File: config.mk
export PLATFORM = sky130hd
export DESIGN_NAME = norm_pipe_flat
export DESIGN_NICKNAME = d
export VERILOG_FILES = /design/src/rtl/norm_pipe_if.sv /design/src/rtl/norm_pipe.sv /design/src/flat_wrapper.sv
export SDC_FILE = /design/constraint.sdc
export NUM_CORES = 1
export LEC_CHECK = 0
export BUFFER_PORTS_ARGS = -buffer_cell sky130_fd_sc_hd__buf_2
export CAP_MARGIN = 25
export CORE_MARGIN = 5
export CORE_UTILIZATION = 35
export DETAILED_ROUTE_END_ITERATION = 10
export MAX_ROUTING_LAYER = met4
export PLACE_DENSITY = 0.54
export SLEW_MARGIN = 30
export SYNTH_ARGS = -nofsm -noshare
export SYNTH_HDL_FRONTEND = slang
export SYNTH_SLANG_ARGS = --single-unit
File: constraint.sdc
create_clock -name clk -period 4.75 [get_ports clk]
set_clock_uncertainty 0.1 [all_clocks]
set_input_delay 0.7125 -clock clk [delete_from_list [all_inputs] [get_ports clk]]
set_output_delay 0.7125 -clock clk [all_outputs]
set_load 0.01 [all_outputs]
File: src/rtl/norm_pipe_if.sv
// Handshake and data bundle for the FP normalization stage.
// The upstream/bench side uses the master modport and the normalizer uses the slave modport.
interface norm_pipe_if #(
  parameter int FRAC_W = 75,
  parameter int EXP_W  = 10,
  parameter int MANT_W = 26
);
  logic              in_valid;
  logic              in_ready;
  logic              s_tmp;
  logic              final_m;
  logic              frac_h_s;
  logic [EXP_W-1:0]  exp_in;
  logic [FRAC_W-1:0] frac_in;
  logic              ftz_en;
  logic              out_valid;
  logic              out_ready;
  logic              s_out;
  logic [EXP_W-1:0]  exp_out;
  logic [MANT_W:0]   frac_out;
  logic              zero_m;
  logic              denorm_m;

  modport master (
    output in_valid, s_tmp, final_m, frac_h_s, exp_in, frac_in, ftz_en, out_ready,
    input  in_ready, out_valid, s_out, exp_out, frac_out, zero_m, denorm_m
  );

  modport slave (
    input  in_valid, s_tmp, final_m, frac_h_s, exp_in, frac_in, ftz_en, out_ready,
    output in_ready, out_valid, s_out, exp_out, frac_out, zero_m, denorm_m
  );
endinterface

File: src/rtl/norm_pipe.sv
// Three-stage normalizer between the FP add/mult core and the rounder: leading-zero count,
// left normalize, then denormal right shift (with sticky) or flush-to-zero.
module norm_pipe #(
  parameter int FRAC_W = 75,
  parameter int EXP_W  = 10,
  parameter int MANT_W = 26
) (
  input  logic      clk,
  input  logic      rst,
  norm_pipe_if.slave bus
);
  localparam int LZ_W = $clog2(FRAC_W + 1);
  localparam int E_W  = EXP_W + 1;
  localparam int SH_W = EXP_W + 2;
  localparam int LO_W = FRAC_W - MANT_W;
  localparam logic [SH_W-1:0] SH_SAT = SH_W'(FRAC_W);
  localparam logic [LZ_W-1:0] LZ_ALL = LZ_W'(FRAC_W);

  // Leading zeros from the MSB; an all-zero fraction yields FRAC_W.
  function automatic logic [LZ_W-1:0] lzc(input logic [FRAC_W-1:0] f);
    logic [LZ_W-1:0] n;
    logic            found;
    n     = LZ_ALL;
    found = 1'b0;
    for (int i = FRAC_W - 1; i >= 0; i--) begin
      if (!found && f[i]) begin
        n     = LZ_W'(FRAC_W - 1 - i);
        found = 1'b1;
      end else begin
        found = found;
      end
    end
    return n;
  endfunction

  logic              load1_s, load2_s, load3_s;

  logic              v1_q, v1_d;
  logic              s1_q, s1_d;
  logic [LZ_W-1:0]   lz1_q, lz1_d;
  logic [EXP_W-1:0]  exp1_q, exp1_d;
  logic [FRAC_W-1:0] frac1_q, frac1_d;
  logic              ftz1_q, ftz1_d;

  logic              v2_q, v2_d;
  logic              s2_q, s2_d;
  logic [FRAC_W-1:0] t1_q, t1_d;
  logic [E_W-1:0]    e2_q, e2_d;
  logic              zero2_q, zero2_d;
  logic              ftz2_q, ftz2_d;

  logic              out_valid_q, out_valid_d;
  logic              s_out_q, s_out_d;
  logic [EXP_W-1:0]  exp_out_q, exp_out_d;
  logic [MANT_W:0]   frac_out_q, frac_out_d;
  logic              zero_m_q, zero_m_d;
  logic              denorm_m_q, denorm_m_d;

  logic [SH_W-1:0]     sh_s, sh_sat_s;
  logic [2*FRAC_W-1:0] wide_s;
  logic                nonpos_s;
  logic [FRAC_W-1:0]   t2_s;
  logic                lost_s;
  logic [EXP_W-1:0]    res_exp_s;
  logic [MANT_W:0]     res_frac_s;
  logic                res_zero_s, res_denorm_s;

  // Ready chain runs backwards from the output; reset blocks any accept in its cycle.
  always_comb begin
    load3_s = ~out_valid_q | bus.out_ready;
    load2_s = ~v2_q | load3_s;
    load1_s = ~v1_q | load2_s;
  end

  assign bus.in_ready  = load1_s & ~rst;
  assign bus.out_valid = out_valid_q;
  assign bus.s_out     = s_out_q;
  assign bus.exp_out   = exp_out_q;
  assign bus.frac_out  = frac_out_q;
  assign bus.zero_m    = zero_m_q;
  assign bus.denorm_m  = denorm_m_q;

  // Stage 1: resolve the sign and count leading zeros.
  always_comb begin
    v1_d    = v1_q;
    s1_d    = s1_q;
    lz1_d   = lz1_q;
    exp1_d  = exp1_q;
    frac1_d = frac1_q;
    ftz1_d  = ftz1_q;
    if (load1_s) begin
      v1_d = bus.in_valid;
      if (bus.in_valid) begin
        s1_d    = bus.final_m ? bus.s_tmp : (bus.s_tmp ^ bus.frac_h_s);
        lz1_d   = lzc(bus.frac_in);
        exp1_d  = bus.exp_in;
        frac1_d = bus.frac_in;
        ftz1_d  = bus.ftz_en;
      end else begin
        s1_d = s1_q;
      end
    end else begin
      v1_d = v1_q;
    end
  end

  // Stage 2: left normalize and adjust the exponent at one extra bit of range.
  always_comb begin
    v2_d    = v2_q;
    s2_d    = s2_q;
    t1_d    = t1_q;
    e2_d    = e2_q;
    zero2_d = zero2_q;
    ftz2_d  = ftz2_q;
    if (load2_s) begin
      v2_d = v1_q;
      if (v1_q) begin
        s2_d    = s1_q;
        t1_d    = frac1_q << lz1_q;
        e2_d    = {exp1_q[EXP_W-1], exp1_q} - E_W'(lz1_q);
        zero2_d = (lz1_q == LZ_ALL);
        ftz2_d  = ftz1_q;
      end else begin
        s2_d = s2_q;
      end
    end else begin
      v2_d = v2_q;
    end
  end

  // Denormal shift: the low half of the double-width word collects every bit shifted out.
  always_comb begin
    sh_s = SH_W'(1) - {e2_q[E_W-1], e2_q};
    if (sh_s > SH_SAT) begin
      sh_sat_s = SH_SAT;
    end else begin
      sh_sat_s = sh_s;
    end
    wide_s   = {t1_q, {FRAC_W{1'b0}}} >> sh_sat_s;
    nonpos_s = e2_q[E_W-1] | (e2_q == E_W'(0));
  end

  // Stage 3 result selection: zero, flush, denormal or normal.
  always_comb begin
    t2_s         = t1_q;
    lost_s       = 1'b0;
    res_exp_s    = e2_q[EXP_W-1:0];
    res_zero_s   = 1'b0;
    res_denorm_s = 1'b0;
    if (zero2_q || (nonpos_s && ftz2_q)) begin
      t2_s       = '0;
      res_exp_s  = '0;
      res_zero_s = 1'b1;
    end else if (nonpos_s) begin
      t2_s         = wide_s[2*FRAC_W-1:FRAC_W];
      lost_s       = |wide_s[FRAC_W-1:0];
      res_exp_s    = '0;
      res_denorm_s = 1'b1;
    end else begin
      t2_s = t1_q;
    end
    res_frac_s = {t2_s[FRAC_W-1 -: MANT_W], (|t2_s[LO_W-1:0]) | lost_s};
  end

  // Output registers hold steady while the rounder stalls.
  always_comb begin
    out_valid_d = out_valid_q;
    s_out_d     = s_out_q;
    exp_out_d   = exp_out_q;
    frac_out_d  = frac_out_q;
    zero_m_d    = zero_m_q;
    denorm_m_d  = denorm_m_q;
    if (load3_s) begin
      out_valid_d = v2_q;
      if (v2_q) begin
        s_out_d    = s2_q;
        exp_out_d  = res_exp_s;
        frac_out_d = res_frac_s;
        zero_m_d   = res_zero_s;
        denorm_m_d = res_denorm_s;
      end else begin
        s_out_d = s_out_q;
      end
    end else begin
      out_valid_d = out_valid_q;
    end
  end

  // State update with synchronous reset that drops every in-flight beat.
  always_ff @(posedge clk) begin
    if (rst) begin
      v1_q        <= 1'b0;
      s1_q        <= 1'b0;
      lz1_q       <= '0;
      exp1_q      <= '0;
      frac1_q     <= '0;
      ftz1_q      <= 1'b0;
      v2_q        <= 1'b0;
      s2_q        <= 1'b0;
      t1_q        <= '0;
      e2_q        <= '0;
      zero2_q     <= 1'b0;
      ftz2_q      <= 1'b0;
      out_valid_q <= 1'b0;
      s_out_q     <= 1'b0;
      exp_out_q   <= '0;
      frac_out_q  <= '0;
      zero_m_q    <= 1'b0;
      denorm_m_q  <= 1'b0;
    end else begin
      v1_q        <= v1_d;
      s1_q        <= s1_d;
      lz1_q       <= lz1_d;
      exp1_q      <= exp1_d;
      frac1_q     <= frac1_d;
      ftz1_q      <= ftz1_d;
      v2_q        <= v2_d;
      s2_q        <= s2_d;
      t1_q        <= t1_d;
      e2_q        <= e2_d;
      zero2_q     <= zero2_d;
      ftz2_q      <= ftz2_d;
      out_valid_q <= out_valid_d;
      s_out_q     <= s_out_d;
      exp_out_q   <= exp_out_d;
      frac_out_q  <= frac_out_d;
      zero_m_q    <= zero_m_d;
      denorm_m_q  <= denorm_m_d;
    end
  end
endmodule

File: src/flat_wrapper.sv
// flat-port wrapper written by rule: the top's interface ports become plain ports
module norm_pipe_flat 
#(
  parameter int FRAC_W = 75,
  parameter int EXP_W  = 10,
  parameter int MANT_W = 26
)
  (clk, rst, bus_in_valid, bus_s_tmp, bus_final_m, bus_frac_h_s, bus_exp_in, bus_frac_in, bus_ftz_en, bus_out_ready, bus_in_ready, bus_out_valid, bus_s_out, bus_exp_out, bus_frac_out, bus_zero_m, bus_denorm_m);
  norm_pipe_if #(.FRAC_W(FRAC_W), .EXP_W(EXP_W), .MANT_W(MANT_W)) bus_i ();
  input  logic clk;
  input  logic rst;
  input wire logic [$bits(bus_i.in_valid)-1:0] bus_in_valid;
  input wire logic [$bits(bus_i.s_tmp)-1:0] bus_s_tmp;
  input wire logic [$bits(bus_i.final_m)-1:0] bus_final_m;
  input wire logic [$bits(bus_i.frac_h_s)-1:0] bus_frac_h_s;
  input wire logic [$bits(bus_i.exp_in)-1:0] bus_exp_in;
  input wire logic [$bits(bus_i.frac_in)-1:0] bus_frac_in;
  input wire logic [$bits(bus_i.ftz_en)-1:0] bus_ftz_en;
  input wire logic [$bits(bus_i.out_ready)-1:0] bus_out_ready;
  output wire logic [$bits(bus_i.in_ready)-1:0] bus_in_ready;
  output wire logic [$bits(bus_i.out_valid)-1:0] bus_out_valid;
  output wire logic [$bits(bus_i.s_out)-1:0] bus_s_out;
  output wire logic [$bits(bus_i.exp_out)-1:0] bus_exp_out;
  output wire logic [$bits(bus_i.frac_out)-1:0] bus_frac_out;
  output wire logic [$bits(bus_i.zero_m)-1:0] bus_zero_m;
  output wire logic [$bits(bus_i.denorm_m)-1:0] bus_denorm_m;
  assign bus_i.in_valid = bus_in_valid;
  assign bus_i.s_tmp = bus_s_tmp;
  assign bus_i.final_m = bus_final_m;
  assign bus_i.frac_h_s = bus_frac_h_s;
  assign bus_i.exp_in = bus_exp_in;
  assign bus_i.frac_in = bus_frac_in;
  assign bus_i.ftz_en = bus_ftz_en;
  assign bus_i.out_ready = bus_out_ready;
  assign bus_in_ready = bus_i.in_ready;
  assign bus_out_valid = bus_i.out_valid;
  assign bus_s_out = bus_i.s_out;
  assign bus_exp_out = bus_i.exp_out;
  assign bus_frac_out = bus_i.frac_out;
  assign bus_zero_m = bus_i.zero_m;
  assign bus_denorm_m = bus_i.denorm_m;
  norm_pipe #(.FRAC_W(FRAC_W), .EXP_W(EXP_W), .MANT_W(MANT_W)) u_core (.clk(clk), .rst(rst), .bus(bus_i));
endmodule
After elaboration in Yosys (flattened, before gate mapping)
Index checks and enable logic that the tools add are counted.
W data, S select, Z words.

operators by class
  bitwise gates (word level) = 11
  order comparisons = 1
  add/sub/neg operators = 2
  equality and inequality tests = 1
  shift-type cells = 2
  reductions and logical operators = 156
  multiplexer cells = 308

operators by type and width
  operator                 number
  $mux W7                  75
  $mux W1                  228
  $mux W75                 2
  $shr A150 B12 Y150       1
  $logic_and A1 B1 Y1      75
  $reduce_or A75 Y1        1
  $shl A75 B7 Y75          1
  $logic_not A1 Y1         74
  $reduce_or A49 Y1        1
  $mux W10                 2
  $gt A12 B7 Y1 const B    1
  $mux W12                 1
  $sub A2 B11 Y12 const A  1
  $logic_not A11 Y1        1
  $sub A10 B8 Y11          1
  $eq A7 B7 Y1 const B     1
  $reduce_and A2 Y1        3
  $or A1 B1 Y1             5
  $not A1 Y1               4
  $and A1 B1 Y1            1
  $logic_or A1 B1 Y1       1
  $xor A1 B1 Y1            1

storage, ports and cells
  output and inout bits = 42
  bits in registers = 226
  input bits = 93

Logic depth before layout (Yosys ltp)
  depth in word-level cells = 373
  depth in mapped cells = 24
  gate-level depth less buffers = 15

Worst setup path after synthesis
OpenSTA, ideal clock, no wires.

  path type = register to register
  from = register u_core.e2_q[1]
  to = register u_core.frac_out_q[0] (netlist: u_core.bus.frac_out[0])
  cell stages (with the launch flop) = 21
  required time = 4.530 ns
  path slack = -0.114 ns
  path buffers = 6
  arrival time = 4.645 ns
  path through = dfxtp_1 > buf_2 > inv_1 > clkbuf_1 > clkbuf_1 > ha_1 > buf_2 > buf_2 > buf_1 > mux2i_1 > a21oi_1 > o21ai_0 > nor2_1 > o32ai_2 > nor3b_1 > nor3_1 > a311oi_1 > nand4_1 > a221o_1 > or4_1 > o31a_1

on the way
  cells in the longest elaborated chain, start to end = 8
  elaborated cells on any way between the ends = 15
  those cells by class = add/sub: 1; order compare: 1; shift: 1; mux: 5; bitwise: 2; reduce/logical: 5

ends and longest elaborated chain
  element                                        RTL line                            RTL
  start, declared                                norm_pipe.sv:48                     logic [E_W-1:0] e2_q, e2_d;
  start signal, assigned                         norm_pipe.sv:201                    e2_q <= '0;
  start signal, assigned                         norm_pipe.sv:220                    e2_q <= e2_d;
  $sub A2 B11 Y12                                norm_pipe.sv:133                    sh_s = SH_W'(1) - {e2_q[E_W-1], e2_q};
  $gt A12 B7 Y1                                  norm_pipe.sv:134                    if (sh_s > SH_SAT) begin
  $mux W12                                       norm_pipe.sv:134
  $shr A150 B12 Y150                             norm_pipe.sv:139                    wide_s = {t1_q, {FRAC_W{1'b0}}} >> sh_sat_s;
  $reduce_or A75 Y1 or $mux W75 (tied branches)  norm_pipe.sv:156, norm_pipe.sv:154
  $mux W1 or $mux W75 (tied branches)            norm_pipe.sv:154, norm_pipe.sv:150
  $mux W1 or $reduce_or A49 Y1 (tied branches)   norm_pipe.sv:150, norm_pipe.sv:162
  $or A1 B1 Y1 *                                 norm_pipe.sv:162                    res_frac_s = {t2_s[FRAC_W-1 -: MANT_W], (|t2_s[LO_W-1:0]) | lost_s};
  end signal, assigned                           norm_pipe.sv:226                    frac_out_q <= frac_out_d;
  end, declared                                  norm_pipe.sv:55                     logic [MANT_W:0] frac_out_q, frac_out_d;

Every way passes the cells marked *; elsewhere a longest branch is shown, timed or not.
A chain may end at the register's enable or synchronous reset.

Final worst setup path
Ends and elaborated chain as after synthesis.

==> results.toml <==
[final_layout]
fin_area_um2 = 23940
layout_commonest_cell = "nand2_1"
fin_util = 0.4166
multi_input_area_um2 = 14630
layout-drive-gt1-share = 0.1799
final_cell_mix = "nand2_1 (526), nor2_1 (319), a21oi_1 (306)"
ff_latch_area_um2 = 4542
nNetsFinal = 3116
fillers = 6168
area_growth_pct = 18.13

[pwr]
power_leakage_nw = 9.372
powerDensity_nw_per_um2 = 326.9
p_clk_frac = 0.312
intPower_mw = 4.638
p_switching_mw = 3.187
peakVddDrop_mv = 0.3227
switching_share = 0.4073
p_comb_frac = 0.415
power_frac_seq = 0.272

[clock_network]
clockBufferDepth = 3
clock-sinks = 226
path_clk_slew_ns = 0.08
clk_latency_ns = 0.63
cts_made_buffers = 29
cts_root_buf = "clkbuf_16"
cts_tree = "built"
cts_hold_buffers = 0
htreeDepth = 1

[timing]
maxSlewHeadroom = 0.2984
worstMarginPinSlew_ns = 1.026
period_share = 0.9772
fin_crit_ns = 4.642
max_clock_freq_mhz = 215.4
setup_viol = 0
rsz0062_at_grt = "no"
final_hold_viol_count = 0
slew_violations = 0
whs_ns = 0.2505

[route]
drtPass1Iterations = 8
num_vias = 24550
drc = 0
vias_per_cell = 6.458
ant_nets = 0
drt-total-wl_um = 108100
drt_iter0_markers = 2832
avgRoutedWirePerCell_um = 28.44

[worst_setup_path]
crit_buf_inv = 5
critical_path.top_delay_family = "compound AO/OA/AOI/OAI gates"
cp_max_fo = 17
critPathLaunchType = "flip-flop"
timing_worst_setup_path_type = "flip-flop to flip-flop"
endpoint_kind = "flip-flop"
worst_path_most_repeated_cell = "buf_4"
slowest_stage = "or4_1"
reg2reg_from = "u_core.e2_q[1]"
startpoint = "u_core.e2_q[1]"
critPathArrivalTime_ns = 5.07
slowest_delay_ns = 0.54
path_cells = "buf_4 > or2_1 > nor4_2 > xnor2_1 > buf_4 > o21ai_4 > buf_12 > nand2_8 > buf_4 > buf_4 > o211ai_1 > a2111o_1 > nand3_1 > a31oi_1 > nand4b_1 > a221o_1 > or4_1 > o31a_1"
critPathRequiredTime_ns = 5.18

[yosys]
ys_ff_latch = 226
async_flop_share = 0
synth_ff_type = "dfxtp_1"
yosysWarnings = 0
syn-num-nets = 3001
avgSynthCellArea_um2 = 6.991
synth.distinct_cells = 93
ys_seq_area_frac = 0.2232
synth_edf_count = 0
synth_area_um2 = 20270
syn_inst = 2899

[global_route]
grt_max_degree = 158
grt_overflow_total = 0
antenna_found_initial = 2
grt_pass1_wl_um = 158600
first_global_vias = 23090
grt_util_all_layers = 0.3368

[floorplanning]
dieArea_um2 = 62820
die_x_um = 250.6
core_area_um2 = 57480
die_height_um = 250.6
boundaryPins = 135
start_util = 0.3526
rows = 88

[flow_run]
drv_cap = 0

[placement]
io_buffers = 134
hpwl_um = 83900
gp_congestion = 1.011
place_area_um2 = 22770

[run_status]
status = "finished, final reports clean"

[min_path]
worstHoldStart = "bus_frac_in[3]"
min_path_type = "input pin to flip-flop"
[per-layer routing]
layer	global-route usage	vias to the layer above	part of all wire
met5	-	-	0
met4	0.1102	0	0.042
li1	-	10970	-
met1	0.4716	11980	0.44
met2	0.4967	1371	0.43
met3	0.05368	229	0.086
[power by group through the flow]
stage	combinational, mW	sequential [mW]	clock, mW
floorplan	1.79	2.07	0
global placement	3.13	2.16	0
detailed placement	3.11	2.17	0
CTS	3.13	2.12	2.49
global route	3.42	2.14	2.58
finish	3.25	2.13	2.44
[flip-flops by register name, summed over array words and instances (netlist names)]
| name | cells |
|---|---|
| u_core.bus.s_out | 1 |
| u_core.bus.denorm_m | 1 |
| u_core.s1_q | 1 |
| u_core.v1_q | 1 |
| u_core.exp1_q | 10 |
| u_core.ftz1_q | 1 |
| u_core.bus.exp_out | 10 |
| u_core.bus.frac_out | 27 |
| u_core.ftz2_q | 1 |
| u_core.t1_q | 75 |
| u_core.s2_q | 1 |
| u_core.frac1_q | 75 |
| u_core.zero2_q | 1 |
| u_core.bus.zero_m | 1 |
| u_core.lz1_q | 7 |
| u_core.bus.out_valid | 1 |
| u_core.e2_q | 11 |
| u_core.v2_q | 1 |
[cells by family (layout without fill, tap and decap cells)]
logic type | Yosys count | after routing | share of synthesized area
adders and majority gates | 9 | 9 | 0.005927
xor gates and xnor gates | 14 | 14 | 0.006050
buffers and inverters | 316 | 451 | 0.06544
AOI/OAI and AO/OA | 951 | 951 | 0.3030
DFF | 226 | 226 | 0.2232
and+or+nand+nor | 1150 | 1151 | 0.2483
muxes | 233 | 233 | 0.1480
other | 0 | 2 | 0
[Yosys cell counts (14+ instances only)]
cell	instances	area, um^2
a22oi_1	75	563.0
nor3_1	73	365.4
nand2_1	528	1982
o22a_1	14	122.6
a222oi_1	33	330.3
a211oi_1	57	427.9
a21o_1	15	112.6
nand3_1	44	220.2
inv_1	34	127.6
buf_2	33	165.2
a31oi_1	24	150.1
nand4_1	16	100.1
and2_1	15	93.84
mux2_2	24	270.3
buf_1	44	165.2
nor4_1	44	275.3
a2bb2oi_1	16	140.1
clkbuf_1	184	690.7
mux2i_1	158	1582
nor2_1	323	1212
mux4_2	51	1149
a21oi_1	307	1536
o22ai_1	50	312.8
and3_1	26	162.7
dfxtp_1	226	4524
o21ai_0	181	905.9
o211ai_1	28	210.2
nor2b_1	16	100.1
[tightest hold or removal path, cell delays in order]
cell	delay [ns]
buf_2	0.11
nand2_1	0.05
a21oi_1	0.05
[cell type report]
class | count | share of cell area
diodes | 2 | 0.0002090
clock buffers | 39 | 0.03533
clock inverters | 13 | 0.008727
inverters | 38 | 0.005958
multi-input cells | 2358 | 0.6109
flip-flops and latches | 226 | 0.1897
well taps | 765 | 0.03998
repair buffers | 361 | 0.1092
[timing repair]
item | in CTS | in global routing
endpoints found under the setup margin | 1 | 1
pin swaps | 0 | 5
gates resized for setup | 3 | 16
endpoints found under the hold margin | 0 | 0
gates cloned | 0 | 1
buffers inserted | 0 | 1
[worst paths after layout]
path,end,depth (start not counted),slack (ns)
worst max-delay path,u_core.bus.frac_out[0],18,0.11
worst min-delay path,u_core.frac1_q[3],3,0.25
worst max register to register,u_core.bus.frac_out[0],18,0.11
worst min register to register,u_core.ftz2_q,2,0.36
[stage by stage]
| stage | cells | TNS, ns | setup slack (ns) | power (mW) |
|---|---|---|---|---|
| floorplan | 2899 | 0 | 0.09358 | 3.867 |
| global placement | 3746 | -0.2325 | -0.2325 | 5.295 |
| detailed placement | 3746 | -0.1450 | -0.1450 | 5.273 |
| CTS | 3798 | 0 | 0.05469 | 7.735 |
| global route | 3802 | 0 | 0.002169 | 8.139 |
| finish | 3802 | 0 | 0.1081 | 7.825 |
Note: power is estimated with default switching activity, not from simulation.
